--- config.mk ---
export PLATFORM = sky130hd
export DESIGN_NAME = mem_dma
export DESIGN_NICKNAME = d
export VERILOG_FILES = /design/src/rtl/mem_dma_pkg.sv /design/src/rtl/mem_dma.sv
export SDC_FILE = /design/constraint.sdc
export NUM_CORES = 1
export LEC_CHECK = 0
export ABC_CLOCK_PERIOD_IN_PS = 4600
export CORE_MARGIN = 8
export CORE_UTILIZATION = 50
export DETAILED_ROUTE_END_ITERATION = 8
export HOLD_SLACK_MARGIN = 0.05
export PLACE_DENSITY_LB_ADDON = 0.15
export SYNTH_ARGS = -nofsm -noshare
export SYNTH_HDL_FRONTEND = slang
export SYNTH_SLANG_ARGS = --single-unit
--- constraint.sdc ---
create_clock -name clk -period 4.6 [get_ports clk]
set_clock_uncertainty 0.1 [all_clocks]
set_input_delay 0.92 -clock clk [delete_from_list [all_inputs] [get_ports clk]]
set_output_delay 0.92 -clock clk [all_outputs]
set_load 0.01 [all_outputs]
--- src/rtl/mem_dma_pkg.sv ---
// Shared types and defaults for the mem_dma memory-to-memory copy engine.
// Imported by rtl/mem_dma.sv and by the testbench.
package mem_dma_pkg;

   localparam int ADDR_W_DEF = 5;
   localparam int DATA_W_DEF = 8;

   typedef enum logic [1:0] {
      IDLE  = 2'd0,
      READ  = 2'd1,
      WRITE = 2'd2,
      DONE  = 2'd3
   } state_t;

   // The engine owns the RAM port only while moving bytes.
   function automatic logic state_is_busy(input state_t s);
      return (s == READ) || (s == WRITE);
   endfunction

endpackage

--- src/rtl/mem_dma.sv ---
// Single-port RAM copy engine: one byte per READ/WRITE pair, ascending addresses.
// Optional constant-fill mode is compiled in when MEM_DMA_FILL_EN is defined.
module mem_dma
   import mem_dma_pkg::*;
#(
   parameter int ADDR_W = ADDR_W_DEF,
   parameter int DATA_W = DATA_W_DEF
) (
   input  logic              clk,
   input  logic              reset,
   input  logic              start,
   input  logic [ADDR_W-1:0] src,
   input  logic [ADDR_W-1:0] dst,
   input  logic [ADDR_W:0]   len,
`ifdef MEM_DMA_FILL_EN
   input  logic              fill_mode,
   input  logic [DATA_W-1:0] fill_value,
`endif
   output logic              busy,
   output logic              done,
   output logic [ADDR_W-1:0] mem_addr,
   output logic [DATA_W-1:0] mem_wdata,
   output logic              mem_we,
   input  logic [DATA_W-1:0] mem_rdata
);

   localparam logic [ADDR_W-1:0] ADDR_ONE  = ADDR_W'(1);
   localparam logic [ADDR_W:0]   COUNT_ONE = (ADDR_W + 1)'(1);

   state_t              state_reg;
   state_t              state_next;
   logic [ADDR_W-1:0]   src_ptr_reg;
   logic [ADDR_W-1:0]   dst_ptr_reg;
   logic [ADDR_W:0]     count_reg;
   logic [DATA_W-1:0]   hold_reg;
`ifdef MEM_DMA_FILL_EN
   logic                fill_reg;
`endif

   logic accept;
   logic len_zero;
   logic last_beat;

   assign accept    = (state_reg == IDLE) && start;
   assign len_zero  = (len == '0);
   assign last_beat = (count_reg == COUNT_ONE);

   always_ff @(posedge clk or posedge reset) begin
      if (reset) begin
         state_reg <= IDLE;
      end else begin
         state_reg <= state_next;
      end
   end

   always_comb begin
      state_next = state_reg;
      case (state_reg)
         IDLE: begin
            if (start) begin
               if (len_zero) begin
                  state_next = DONE;
`ifdef MEM_DMA_FILL_EN
               end else if (fill_mode) begin
                  state_next = WRITE;
`endif
               end else begin
                  state_next = READ;
               end
            end
         end
         READ: begin
            state_next = WRITE;
         end
         WRITE: begin
            if (last_beat) begin
               state_next = DONE;
`ifdef MEM_DMA_FILL_EN
            end else if (fill_reg) begin
               state_next = WRITE;
`endif
            end else begin
               state_next = READ;
            end
         end
         DONE: begin
            state_next = IDLE;
         end
         default: begin
            state_next = IDLE;
         end
      endcase
   end

   // Operands are captured only on an accepted non-empty request, so
   // activity on src/dst/len during a transfer has no effect.
   always_ff @(posedge clk or posedge reset) begin
      if (reset) begin
         src_ptr_reg <= '0;
         dst_ptr_reg <= '0;
         count_reg   <= '0;
         hold_reg    <= '0;
`ifdef MEM_DMA_FILL_EN
         fill_reg    <= 1'b0;
`endif
      end else begin
         case (state_reg)
            IDLE: begin
               if (accept && !len_zero) begin
                  src_ptr_reg <= src;
                  dst_ptr_reg <= dst;
                  count_reg   <= len;
`ifdef MEM_DMA_FILL_EN
                  fill_reg    <= fill_mode;
                  // Fill reuses the holding register as its constant source.
                  if (fill_mode) begin
                     hold_reg <= fill_value;
                  end
`endif
               end
            end
            READ: begin
               hold_reg <= mem_rdata;
            end
            WRITE: begin
               src_ptr_reg <= src_ptr_reg + ADDR_ONE;
               dst_ptr_reg <= dst_ptr_reg + ADDR_ONE;
               count_reg   <= count_reg - COUNT_ONE;
            end
            default: begin
            end
         endcase
      end
   end

   // Outputs decode the state register alone, so reset zeroes them at once.
   always_comb begin
      busy      = state_is_busy(state_reg);
      done      = 1'b0;
      mem_we    = 1'b0;
      mem_addr  = '0;
      mem_wdata = '0;
      case (state_reg)
         READ: begin
            mem_addr = src_ptr_reg;
         end
         WRITE: begin
            mem_we    = 1'b1;
            mem_addr  = dst_ptr_reg;
            mem_wdata = hold_reg;
         end
         DONE: begin
            done = 1'b1;
         end
         default: begin
         end
      endcase
   end

endmodule

Word level (Yosys, flattened, before mapping)
Index checks and enable logic that the tools add are counted. W data, S select, Z words.

Flip-flop bits (word level): 26. Input bits: 27. Output and inout port bits: 16. Logic and storage cells: 36.

Add/sub/neg operators: 3. Eq/ne operators: 6. Multiplexer cells: 14. Reductions and logical operators: 8.

Operators with widths (count): $pmux W5 S2 (3); $pmux W6 S2 (1); $add A5 B1 Y5 const B (2); $mux W5 (2); $mux W8 (1); $pmux W2 S4 (1); $eq A6 B1 Y1 const B (1); $logic_not A6 Y1 (1); $mux W2 (3); $mux W6 (1); $sub A6 B1 Y6 const B (1); $eq A2 B2 Y1 const B (2); $eq A2 B1 Y1 const B (1); $logic_and A1 B1 Y1 (2); $logic_not A2 Y1 (1); $mux W1 (2); $ne A2 B1 Y1 const B (1); $ne A2 B2 Y1 const B (1); $reduce_and A2 Y1 (1); $reduce_bool A2 Y1 (1); $logic_not A1 Y1 (1); $logic_or A1 B1 Y1 (1).

Logic depth before layout (Yosys ltp)
Gate-level depths: netlist of run 1.

Word-level depth: 5. Depth in mapped cells: 8.

Least setup slack after synthesis of run 1
Ideal clock, no wire load.

Path type: register -> output. From: register state_reg[0]. To: output port mem_addr[3]. Arrival time: 1.466 ns. Required time: 3.580 ns. Path slack: 2.114 ns. Stages on the path, launching flop included: 6. Cells stage by stage: dfrtp_1 > inv_1 > ha_1 > clkbuf_1 > nand2_1 > a21boi_0.

Cells in the longest elaborated chain, start to end: 2. Elaborated cells on any way between the ends: 3. Classes of those cells: eq/ne (2); mux (1).

Ends and longest elaborated chain: start: declaration (line mem_dma.sv:30) `state_t state_reg;`; start signal: assignment (line mem_dma.sv:52) `state_reg <= state_next;`; $eq A2 B2 Y1 / $eq A2 B1 Y1 (equally long branches) (line mem_dma.sv:143) `case (state_reg)`; $pmux W5 S2 * (line mem_dma.sv:143); end: declaration (line mem_dma.sv:21) `output logic [ADDR_W-1:0] mem_addr,`.

Every way passes the cells marked *; elsewhere a longest branch is shown, timed or not.

Final worst setup path of run 1
Ends and elaborated chain as after synthesis.

==> flow_summary_export.csv, run 1 <==
group,metric,value,unit
status,status,"complete, no violations",
floorplanning,die_area,5230,µm²
logic_synthesis,synth.area.top_cells,"dfrtp_1 (41%), ha_1 (7.1%), mux2_2 (5.7%)",
worst_setup_path,crit_path_top_delay_cell,"clkdlybuf4s50_1",
worst_setup_path,cp-startpoint,"state_reg[0]$_DFFE_PP0P_",
logic_synthesis,yosysTopAreaCell,"dfrtp_1",
cells_and_area,nets,245,
placement,numPortBuffers,42,
drt,wire_per_inst,14.3,µm
cts,cts_buffer_depth,2,
power,irDropWorstVdd,0.338,mV
timing,hold_viol,0,
timing,rsz0062_at_grt,"false",
cts,root_buffer,"clkbuf_4",
drt,drtIter0Drc,47,
floorplanning,die_h,72.3,µm
logic_synthesis,synth_nets,206,
worst_setup_path,cp-end-kind,"output pin",
global_route,antenna_found_initial,0,
floorplanning,die_w,72.3,µm
worst_hold_path,hp-class,"reg -> reg",
global_route,gr-usage-all-layers,14.2,%
floorplanning,ios,43,
worst_setup_path,cp-start-kind,"flip-flop",
timing,setup_tns,0,ns
floorplanning,fp.coreArea,3030,µm²
job,cap_violations,0,
worst_setup_path,critPathKind,"reg -> out",
timing,finalMaxSlewViolations,0,
cts,cts.sinks,26,
global_route,grt_max_degree,36,
logic_synthesis,synth.avg_cell_area,9.33,µm²
cells_and_area,area_growth,29.7,%
timing,worstMarginPinSlew,0.996,ns
drt,drt-total-wl,3610,µm
cts,cts_buffers,3,
cts,cts_max_level,1,
timing,setup_viol,0,
worst_setup_path,critPathRequiredTime,3.58,ns
cts,postCtsSetupBuffers,0,
worst_hold_path,holdPathStages,1,
placement,gp_congestion,0.840,
timing,fin_ws,1.24,ns
worst_setup_path,crit_chain,"inv_1 > ha_1 > nand2_1 > a21boi_0 > clkdlybuf4s50_1",
logic_synthesis,synth_top_cell_area_share,41.0,%
power,p_leak,0.827,nW
cts,cts_hold_buf,0,
placement,hpwl,2750,µm
timing,slew_headroom,33.5,%
drt,firstDrtPassIters,4,
worst_setup_path,crit_fanout,19,
cells_and_area,n_antenna_cell,0,
logic_synthesis,synthDistinctLibCells,36,
floorplanning,start_util,52.4,%
timing,period_share,73.1,%
worst_hold_path,min-delay-start,"hold_reg[2]$_DFFE_PP0N_",
logic_synthesis,ys_async_sr_fraction,100,%
global_route,grt_pass1_vias,1383,
logic_synthesis,synthFlopType,"dfrtp_1",
logic_synthesis,synth_edf_count,0,
cells_and_area,fin_area,2060,µm²
drt,vias,1398,
worst_setup_path,slowest_delay,0.56,ns
global_route,grt_use_met1,16.5,%
cts,cts_resized,0,
placement,placed_area,2020,µm²
power,power_density,654,nW/µm²
floorplanning,rows,20,
logic_synthesis,synth.yosys.warnings,0,
drt,drc,0,
cells_and_area,layout-drive-gt1-share,8.65,%
global_route,overflow,0,
global_route,grtUsageMet3,2.48,%
worst_setup_path,r2r_start,"state_reg[0]$_DFFE_PP0P_",
logic_synthesis,netlist_area,1590,µm²
placement,place_ws,1.60,ns
logic_synthesis,ys_ff_latch,26,
global_route,top_usage_layer,"met2",
timing,finalCriticalPeriod,3.36,ns
logic_synthesis,synth_cells,170,
cells_and_area,largest_reg_flops,8,
drt,avgViaCountPerCell,5.55,
drt,ant_nets,0,
cts,clk_pin_slew,0.14,ns
cts,clk_latency,0.33,ns
worst_setup_path,rr_worst_depth,7,
cells_and_area,post-route-util,68.0,%
global_route,grt_pass1_wl,6050,µm
worst_setup_path,critical_path_arrival,2.34,ns
timing,max_freq,298,MHz
cts,cts_tree,"built",
logic_synthesis,yosysSeqAreaShare,41.0,%
global_route,grt.met2_usage,25.0,%
[path summary, 6_finish.rpt]
| kind | endpoint | slack [ns] |
|---|---|---|
| worst max register to register | count_reg[0]$_DFFE_PP0P_ | 1.54 |
| max in group asynchronous | count_reg[4]$_DFFE_PP0P_ | 2.79 |
| worst max-delay path | mem_addr[3] | 1.24 |
| worst min register to register | hold_reg[2]$_DFFE_PP0N_ | 0.42 |
| worst min-delay path | hold_reg[2]$_DFFE_PP0N_ | 0.42 |
| min in group asynchronous | hold_reg[7]$_DFFE_PP0N_ | 1.00 |
[metrics by stage]
| step | power, mW | cells | hold slack (ns) |
|---|---|---|---|
| 2_1_floorplan | 0.992 | 170 | 0.372 |
| 3_3_place_gp | 1.20 | 248 | 0.382 |
| 3_5_place_dp | 1.24 | 248 | 0.390 |
| 4_1_cts | 1.36 | 252 | 0.423 |
| 5_1_grt | 1.47 | 252 | 0.443 |
| 6_report | 1.35 | 252 | 0.418 |
[cell usage after synthesis, types with 2 or more instances]
master,count
nor2_1,8
a211o_1,2
nand2b_1,4
nand2_1,16
buf_2,2
dfrtp_1,26
o22ai_1,4
nand3_1,8
mux2i_1,2
inv_1,7
a31oi_1,2
a21oi_1,16
clkbuf_1,4
nor2b_1,7
nor3_1,2
a21boi_0,2
and2_1,8
o21ai_0,14
o21ai_1,2
a22oi_1,3
ha_1,9
mux2_2,8
[worst max-delay path: cells and delay by family, from the launching register on]
kind,cells,cell delay [ns]
flops,1,0.43
simple gates,1,0.16
buf+inv,2,0.69
fa+ha+maj,1,0.55
compound gates,1,0.18
[kinds of logic after synthesis]
family | count (synthesis) | share of synthesized area, %
buffers and inverters | 16 | 4.65
AO/OA/AOI/OAI | 51 | 20.3
adder cells (fa/ha/maj) | 9 | 7.10
multiplexers | 10 | 6.94
flip-flops | 26 | 41.0
AND/OR/NAND/NOR | 58 | 20.0
[cell usage in the layout (no fill, tap or decap), types with 2 or more instances in the layout]
cell type and n:
a21boi_0 2, dfrtp_1 26, a211o_1 2, nand2b_1 4, mux2_2 8, o21ai_0 14, inv_1 7, o21ai_1 2
nor2b_1 7, a21oi_1 16, o22ai_1 4, mux2i_1 2, nor2_1 8, clkdlybuf4s50_1 42, a22oi_1 3, and2_1 8
clkbuf_4 3, nor3_1 2, a31oi_1 2, ha_1 9, nand3_1 8, nand2_1 16
[where the power goes]
part	switching, mW	total (mW)	internal [mW]	leakage (nW)
Combinational	0.398	0.782	0.384	0.501
Sequential	0.0967	0.445	0.348	0.304
Clock	0.0717	0.120	0.0485	0.0210
Total	0.567	1.35	0.780	0.827
[final cells by class]
cell class,count,area (µm²)
clock buffer,4,36.3
fill,253,970
inverter,7,26.3
multi-input combinational,128,862
sequential,26,651
tap,44,55.1
timing repair buffer,43,428
[routing by layer]
metal	wire [µm]	vias to the layer above
met2	1820	37
met4	54	0
met3	159	6
met1	1580	678
met5	0	-
li1	-	677
(Power assumes the default switching activity.)
==> run 2, diff against run 1 <==
ABC_CLOCK_PERIOD_IN_PS = 2800   (was 4600)
CORE_UTILIZATION = 43   (was 50)
clock period = 2.8 ns   (was 4.6 ns; I/O delays follow)
==> flow_summary_export.csv, run 2 (same netlist as run 1, synthesis figures left out) <==
group,metric,value,unit
status,status,"complete, no violations",
timing,finalMaxSlewViolations,0,
global_route,grt_use_met1,15.3,%
cts,cts_buffers,3,
global_route,grt_max_degree,27,
worst_setup_path,crit_fanout,6,
floorplanning,die_h,76.7,µm
worst_hold_path,hp-class,"reg -> reg",
cells_and_area,multi_input_area,875,µm²
cells_and_area,seq_area,651,µm²
timing,max_freq,367,MHz
worst_setup_path,crit_path_top_delay_cell,"clkdlybuf4s50_1",
power,power_density,1090,nW/µm²
timing,period_share,97.2,%
cts,clk_pin_slew,0.08,ns
timing,hold_viol,0,
cts,cts.sinks,26,
floorplanning,fp.coreArea,3610,µm²
worst_setup_path,cp-end-kind,"output pin",
cells_and_area,largest_reg_flops,8,
cells_and_area,mostFrequentLayoutCell,"clkdlybuf4s50_1",
global_route,grtUsageMet3,3.50,%
floorplanning,start_util,44.0,%
global_route,grt.met2_usage,22.9,%
cells_and_area,nets,250,
timing,setup_viol,0,
timing,setup_tns,0,ns
cts,clk_latency,0.27,ns
worst_setup_path,crit_chain,"inv_1 > ha_1 > a21boi_0 > clkdlybuf4s50_1",
timing,worstMarginPinSlew,0.369,ns
power,p_leak,0.852,nW
drt,drt-total-wl,3910,µm
floorplanning,rows,22,
worst_setup_path,cp-start-kind,"flip-flop",
cells_and_area,area_growth,33.5,%
cts,root_buffer,"clkbuf_8",
cts,cts_tree,"built",
global_route,top_usage_layer,"met2",
drt,vias,1388,
worst_setup_path,critPathKind,"reg -> out",
drt,drc,0,
job,cap_violations,0,
timing,finalCriticalPeriod,2.72,ns
cells_and_area,n_antenna_cell,0,
global_route,overflow,0,
placement,gp_congestion,0.773,
drt,firstDrtPassIters,4,
floorplanning,die_area,5890,µm²
placement,hpwl,2960,µm
worst_setup_path,regToRegSetupSlack,0.51,ns
placement,numPortBuffers,42,
worst_setup_path,critPathRequiredTime,2.14,ns
placement,place_inst,257,
cells_and_area,final_cells,260,
power,irDropWorstVdd,0.431,mV
global_route,antenna_found_initial,0,
global_route,grt_pass1_wl,6500,µm
worst_setup_path,slowest_delay,0.58,ns
cts,cts_buffer_depth,2,
floorplanning,die_w,76.7,µm
cts,cts_hold_buf,0,
drt,wire_per_inst,15.0,µm
cts,cts_max_level,1,
drt,drtIter0Drc,89,
worst_setup_path,critical_path_arrival,2.06,ns
cells_and_area,final_cell_mix,"clkdlybuf4s50_1 (42), dfrtp_1 (26), nand2_1 (16), a21oi_1 (16), o21ai_0 (14)",
cells_and_area,fill_cells,321,
floorplanning,ios,43,
drt,avgViaCountPerCell,5.34,
global_route,grt_pass1_vias,1381,
drt,ant_nets,0,
timing,slew_headroom,75.4,%
cells_and_area,layout-drive-gt1-share,10.8,%
global_route,gr-usage-all-layers,13.3,%
[run 2: cell types whose count changed in the layout (fill, tap and decap cells not counted), sizes merged]
cell    delta
clkbuf     -1
buf        +5
[run 2: timing repair]
item	CTS	global route
endpoints found under the setup margin	12	10
pin swaps	0	0
setup buffers	0	0
gates resized for setup	1	1
[run 2: cell type report]
| type | instances | share of cell area, % |
|---|---|---|
| Clock buffer | 3 | 1.95 |
| Multi-Input combinational cell | 128 | 41.3 |
| Sequential cell | 26 | 30.7 |
| Inverter | 7 | 1.24 |
| Tap cell | 48 | 2.84 |
| Timing Repair Buffer | 48 | 22.0 |
[run 2: metrics by stage]
step / hold WS, ns / cell area (µm²) / setup slack [ns] / utilization [%] / total power, mW
6_report: 0.404 / 2120 / 0.0782 / 58.7 / 2.32
5_1_grt: 0.423 / 2120 / -0.00428 / 58.7 / 2.51
4_1_cts: 0.407 / 2110 / 0.0270 / 58.5 / 2.31
3_5_place_dp: 0.387 / 2060 / 0.186 / 57.3 / 2.10
3_3_place_gp: 0.382 / 2060 / 0.276 / 57.3 / 2.04
2_1_floorplan: 0.372 / 1590 / 0.674 / - / 1.63
[run 2: power breakdown]
part	internal (mW)	switching, mW
Sequential	0.574	0.164
Combinational	0.679	0.687
Clock	0.0968	0.117
Total	1.35	0.969
[run 2: final timing paths]
check / startpoint / endpoint / cells after the start
max reg2reg: state_reg[0]$_DFFE_PP0P_ / src_ptr_reg[3]$_DFFE_PP0P_ / 7
max: state_reg[1]$_DFFE_PP0P_ / mem_addr[3] / 4
min in group asynchronous: reset / src_ptr_reg[4]$_DFFE_PP0P_ / 3
min reg2reg: hold_reg[7]$_DFFE_PP0N_ / hold_reg[7]$_DFFE_PP0N_ / 1
min: hold_reg[7]$_DFFE_PP0N_ / hold_reg[7]$_DFFE_PP0N_ / 1
max in group asynchronous: reset / hold_reg[3]$_DFFE_PP0N_ / 3
[run 2: metal layers]
metal	vias to the layer above	share of wire (%)	wire [µm]
met1	665	44	1720
met4	0	1.5	57
li1	684	-	-
met5	-	0	0
met3	6	5.2	202
met2	33	49	1930
[run 2: worst max-delay path, delay by kind of cell, from the launching register on]
kind / cells / cell delay (ns)
buffers and inverters: 2 / 0.69
flip-flops: 1 / 0.45
adder cells (fa/ha/maj): 1 / 0.40
AO/OA/AOI/OAI: 1 / 0.24
==> run 3, diff against run 2 <==
--- a/config.mk
+++ b/config.mk
@@ -6,7 +6,8 @@
 export NUM_CORES = 1
 export LEC_CHECK = 0
+export ABC_AREA = 1
 export ABC_CLOCK_PERIOD_IN_PS = 2800
 export CORE_MARGIN = 8
-export CORE_UTILIZATION = 43
+export CORE_UTILIZATION = 44
 export DETAILED_ROUTE_END_ITERATION = 8
 export HOLD_SLACK_MARGIN = 0.05
==> constraint.sdc (replaced) <==
create_clock -name clk -period 2.8 [get_ports clk]
set_clock_uncertainty 0.1 [all_clocks]
set_input_delay 0.56 -clock clk [delete_from_list [all_inputs] [get_ports clk]]
set_output_delay 0.56 -clock clk [all_outputs]
set_load 0.02 [all_outputs]
==> flow_summary_export.csv, run 3 <==
group,metric,value,unit
worst_setup_path,critical_path_arrival,2.02,ns
drt,avgViaCountPerCell,4.78,
drt,wire_per_inst,11.7,µm
worst_hold_path,holdPathStages,2,
global_route,grt_pass1_vias,1588,
worst_hold_path,whs_endpoint,"hold_reg[6]$_DFFE_PP0N_",
global_route,gr-usage-all-layers,13.9,%
power,switching_share,47.0,%
power,p_seq_share,32.1,%
power,p_leak,1.14,nW
global_route,grt_max_degree,27,
worst_setup_path,rr_worst_depth,7,
drt,drc,0,
worst_hold_path,min-delay-start,"hold_reg[6]$_DFFE_PP0N_",
placement,numPortBuffers,42,
worst_setup_path,cp-end-kind,"output pin",
global_route,overflow,0,
timing,setup_tns,0,ns
timing,fin_ws,0.123,ns
timing,finalCriticalPeriod,2.68,ns
floorplanning,die_area,5980,µm²
floorplanning,start_util,45.5,%
floorplanning,rows,22,
worst_setup_path,regToRegSetupSlack,0.80,ns
floorplanning,fp.coreArea,3630,µm²
logic_synthesis,synth.most_common_cell,"nand2_1",
worst_setup_path,critPathRequiredTime,2.14,ns
global_route,antenna_found_initial,0,
logic_synthesis,synth_nets,284,
power,p_int,1.19,mW
placement,gp_congestion,0.819,
cts,root_buffer,"clkbuf_8",
worst_setup_path,r2r_end,"dst_ptr_reg[4]$_DFFE_PP0P_",
cells_and_area,multi_input_area,886,µm²
worst_setup_path,cp-start-kind,"flip-flop",
status,status,"complete, no violations",
power,irDropWorstVdd,0.626,mV
floorplanning,ios,43,
cts,cts_buffer_depth,2,
logic_synthesis,synth_edf_count,0,
cts,cts_max_level,1,
cts,cts_tree,"built",
drt,drt-total-wl,3950,µm
cts,clk_latency,0.27,ns
cells_and_area,area_growth,32.5,%
cells_and_area,layout-drive-gt1-share,5.86,%
cells_and_area,mostFrequentLayoutCell,"nand2_1",
logic_synthesis,yosysTopAreaCell,"dfrtp_1",
power,clockPowerShare,10.7,%
drt,vias,1616,
cts,clk_pin_slew,0.09,ns
drt,drtIter0Drc,96,
placement,place_ws,0.193,ns
cts,cts.sinks,26,
power,power_density,1020,nW/µm²
timing,period_share,95.6,%
cells_and_area,fill_cells,372,
logic_synthesis,synth.yosys.warnings,0,
job,cap_violations,0,
logic_synthesis,synth.avg_cell_area,6.67,µm²
cells_and_area,final_cell_mix,"nand2_1 (121), clkdlybuf4s50_1 (42), dfrtp_1 (26)",
logic_synthesis,synthFlopType,"dfrtp_1",
cts,cts_buffers,3,
timing,slew_headroom,58.2,%
power,p_sw,1.05,mW
logic_synthesis,synth_cells,248,
worst_hold_path,hp-class,"reg -> reg",
worst_setup_path,critPathKind,"reg -> out",
timing,hold_viol,0,
timing,max_freq,374,MHz
power,comb_power_share,57.2,%
logic_synthesis,yosysSeqAreaShare,39.3,%
logic_synthesis,synthDistinctLibCells,17,
logic_synthesis,netlist_area,1650,µm²
logic_synthesis,synthTopCellsByCount,"nand2_1 (121), dfrtp_1 (26), inv_1 (23)",
worst_setup_path,crit_fanout,5,
drt,firstDrtPassIters,4,
cells_and_area,post-route-util,60.3,%
floorplanning,die_h,77.3,µm
cells_and_area,seq_area,651,µm²
timing,rsz0062_at_grt,"false",
cts,cts_hold_buf,0,
timing,setup_viol,0,
logic_synthesis,synth_top_cell_area_share,39.3,%
timing,finalMaxSlewViolations,0,
timing,worstMarginPinSlew,0.626,ns
drt,ant_nets,0,
worst_setup_path,cp-startpoint,"state_reg[1]$_DFFE_PP0P_",
logic_synthesis,ys_ff_latch,26,
cells_and_area,nets,327,
floorplanning,die_w,77.3,µm
logic_synthesis,synth.area.top_cells,"dfrtp_1 (39%), nand2_1 (27%), ha_1 (6.8%)",
global_route,grt_pass1_wl,7040,µm
placement,hpwl,2960,µm
cells_and_area,largest_reg_flops,8,
worst_setup_path,r2r_start,"state_reg[0]$_DFFE_PP0P_",
logic_synthesis,ys_async_sr_fraction,100,%
cells_and_area,n_antenna_cell,0,
[run 3: final cells by class]
cell class / instances / share of cell area [%]
timing repair buffer: 46 / 20.5
multi-input combinational: 190 / 40.4
clock buffer: 4 / 2.51
sequential: 26 / 29.7
inverter: 24 / 4.11
tap: 48 / 2.74
[run 3: how the worst max path moves through the flow]
stage                   endpoint  cells past startpoint  slack [ns]
floorplan            mem_addr[1]                      6        0.46
global placement    mem_wdata[1]                      6        0.24
detailed placement  mem_wdata[1]                      6        0.19
CTS                 mem_wdata[1]                      6        0.03
global route         mem_addr[2]                      5       0.005
finish               mem_addr[4]                      5        0.12
[run 3: kinds of logic (layout without fill, tap and decap cells)]
family,count (synthesis),in the layout,synth area share (%)
compound gates,19,19,5.98
fa+ha+maj,9,9,6.81
buf+inv,32,74,8.02
flops,26,26,39.3
simple gates,162,162,39.9
[run 3: timing repair]
action	in CTS	in global routing
pin swaps	0	1
setup endpoints to repair	14	12
gates resized for setup	1	2
buffers inserted	0	0
gates cloned	0	0
[run 3: power groups by stage]
stage | logic, mW | registers [mW] | clock network, mW
after floorplan | 0.927 | 0.669 | 0
after global placement | 1.26 | 0.713 | 0
after detailed placement | 1.28 | 0.717 | 0
after CTS | 1.29 | 0.711 | 0.246
after global routing | 1.49 | 0.748 | 0.258
final | 1.28 | 0.718 | 0.240
[run 3: worst max-delay path: stages (launching register included)]
cell             delay (ns)
dfrtp_1                0.45
inv_1                  0.11
ha_1                   0.31
inv_1                  0.09
a21oi_1                0.16
clkdlybuf4s50_1        0.63
[run 3: metrics by stage]
stage | power (mW) | hold WS (ns) | instance area, µm² | instances
finish | 2.24 | 0.377 | 2190 | 338
global route | 2.49 | 0.403 | 2190 | 338
CTS | 2.24 | 0.381 | 2180 | 338
detailed placement | 2.00 | 0.358 | 2120 | 334
global placement | 1.97 | 0.353 | 2120 | 334
floorplan | 1.60 | 0.342 | 1650 | 248
[run 3: routing by layer]
metal | part of all wire [%] | global-route usage, % | vias up
li1 | - | - | 855
met3 | 6.3 | 3.26 | 2
met4 | 0.91 | 5.09 | 0
met1 | 48 | 17.3 | 719
met5 | 0 | 0 | -
met2 | 45 | 22.7 | 40
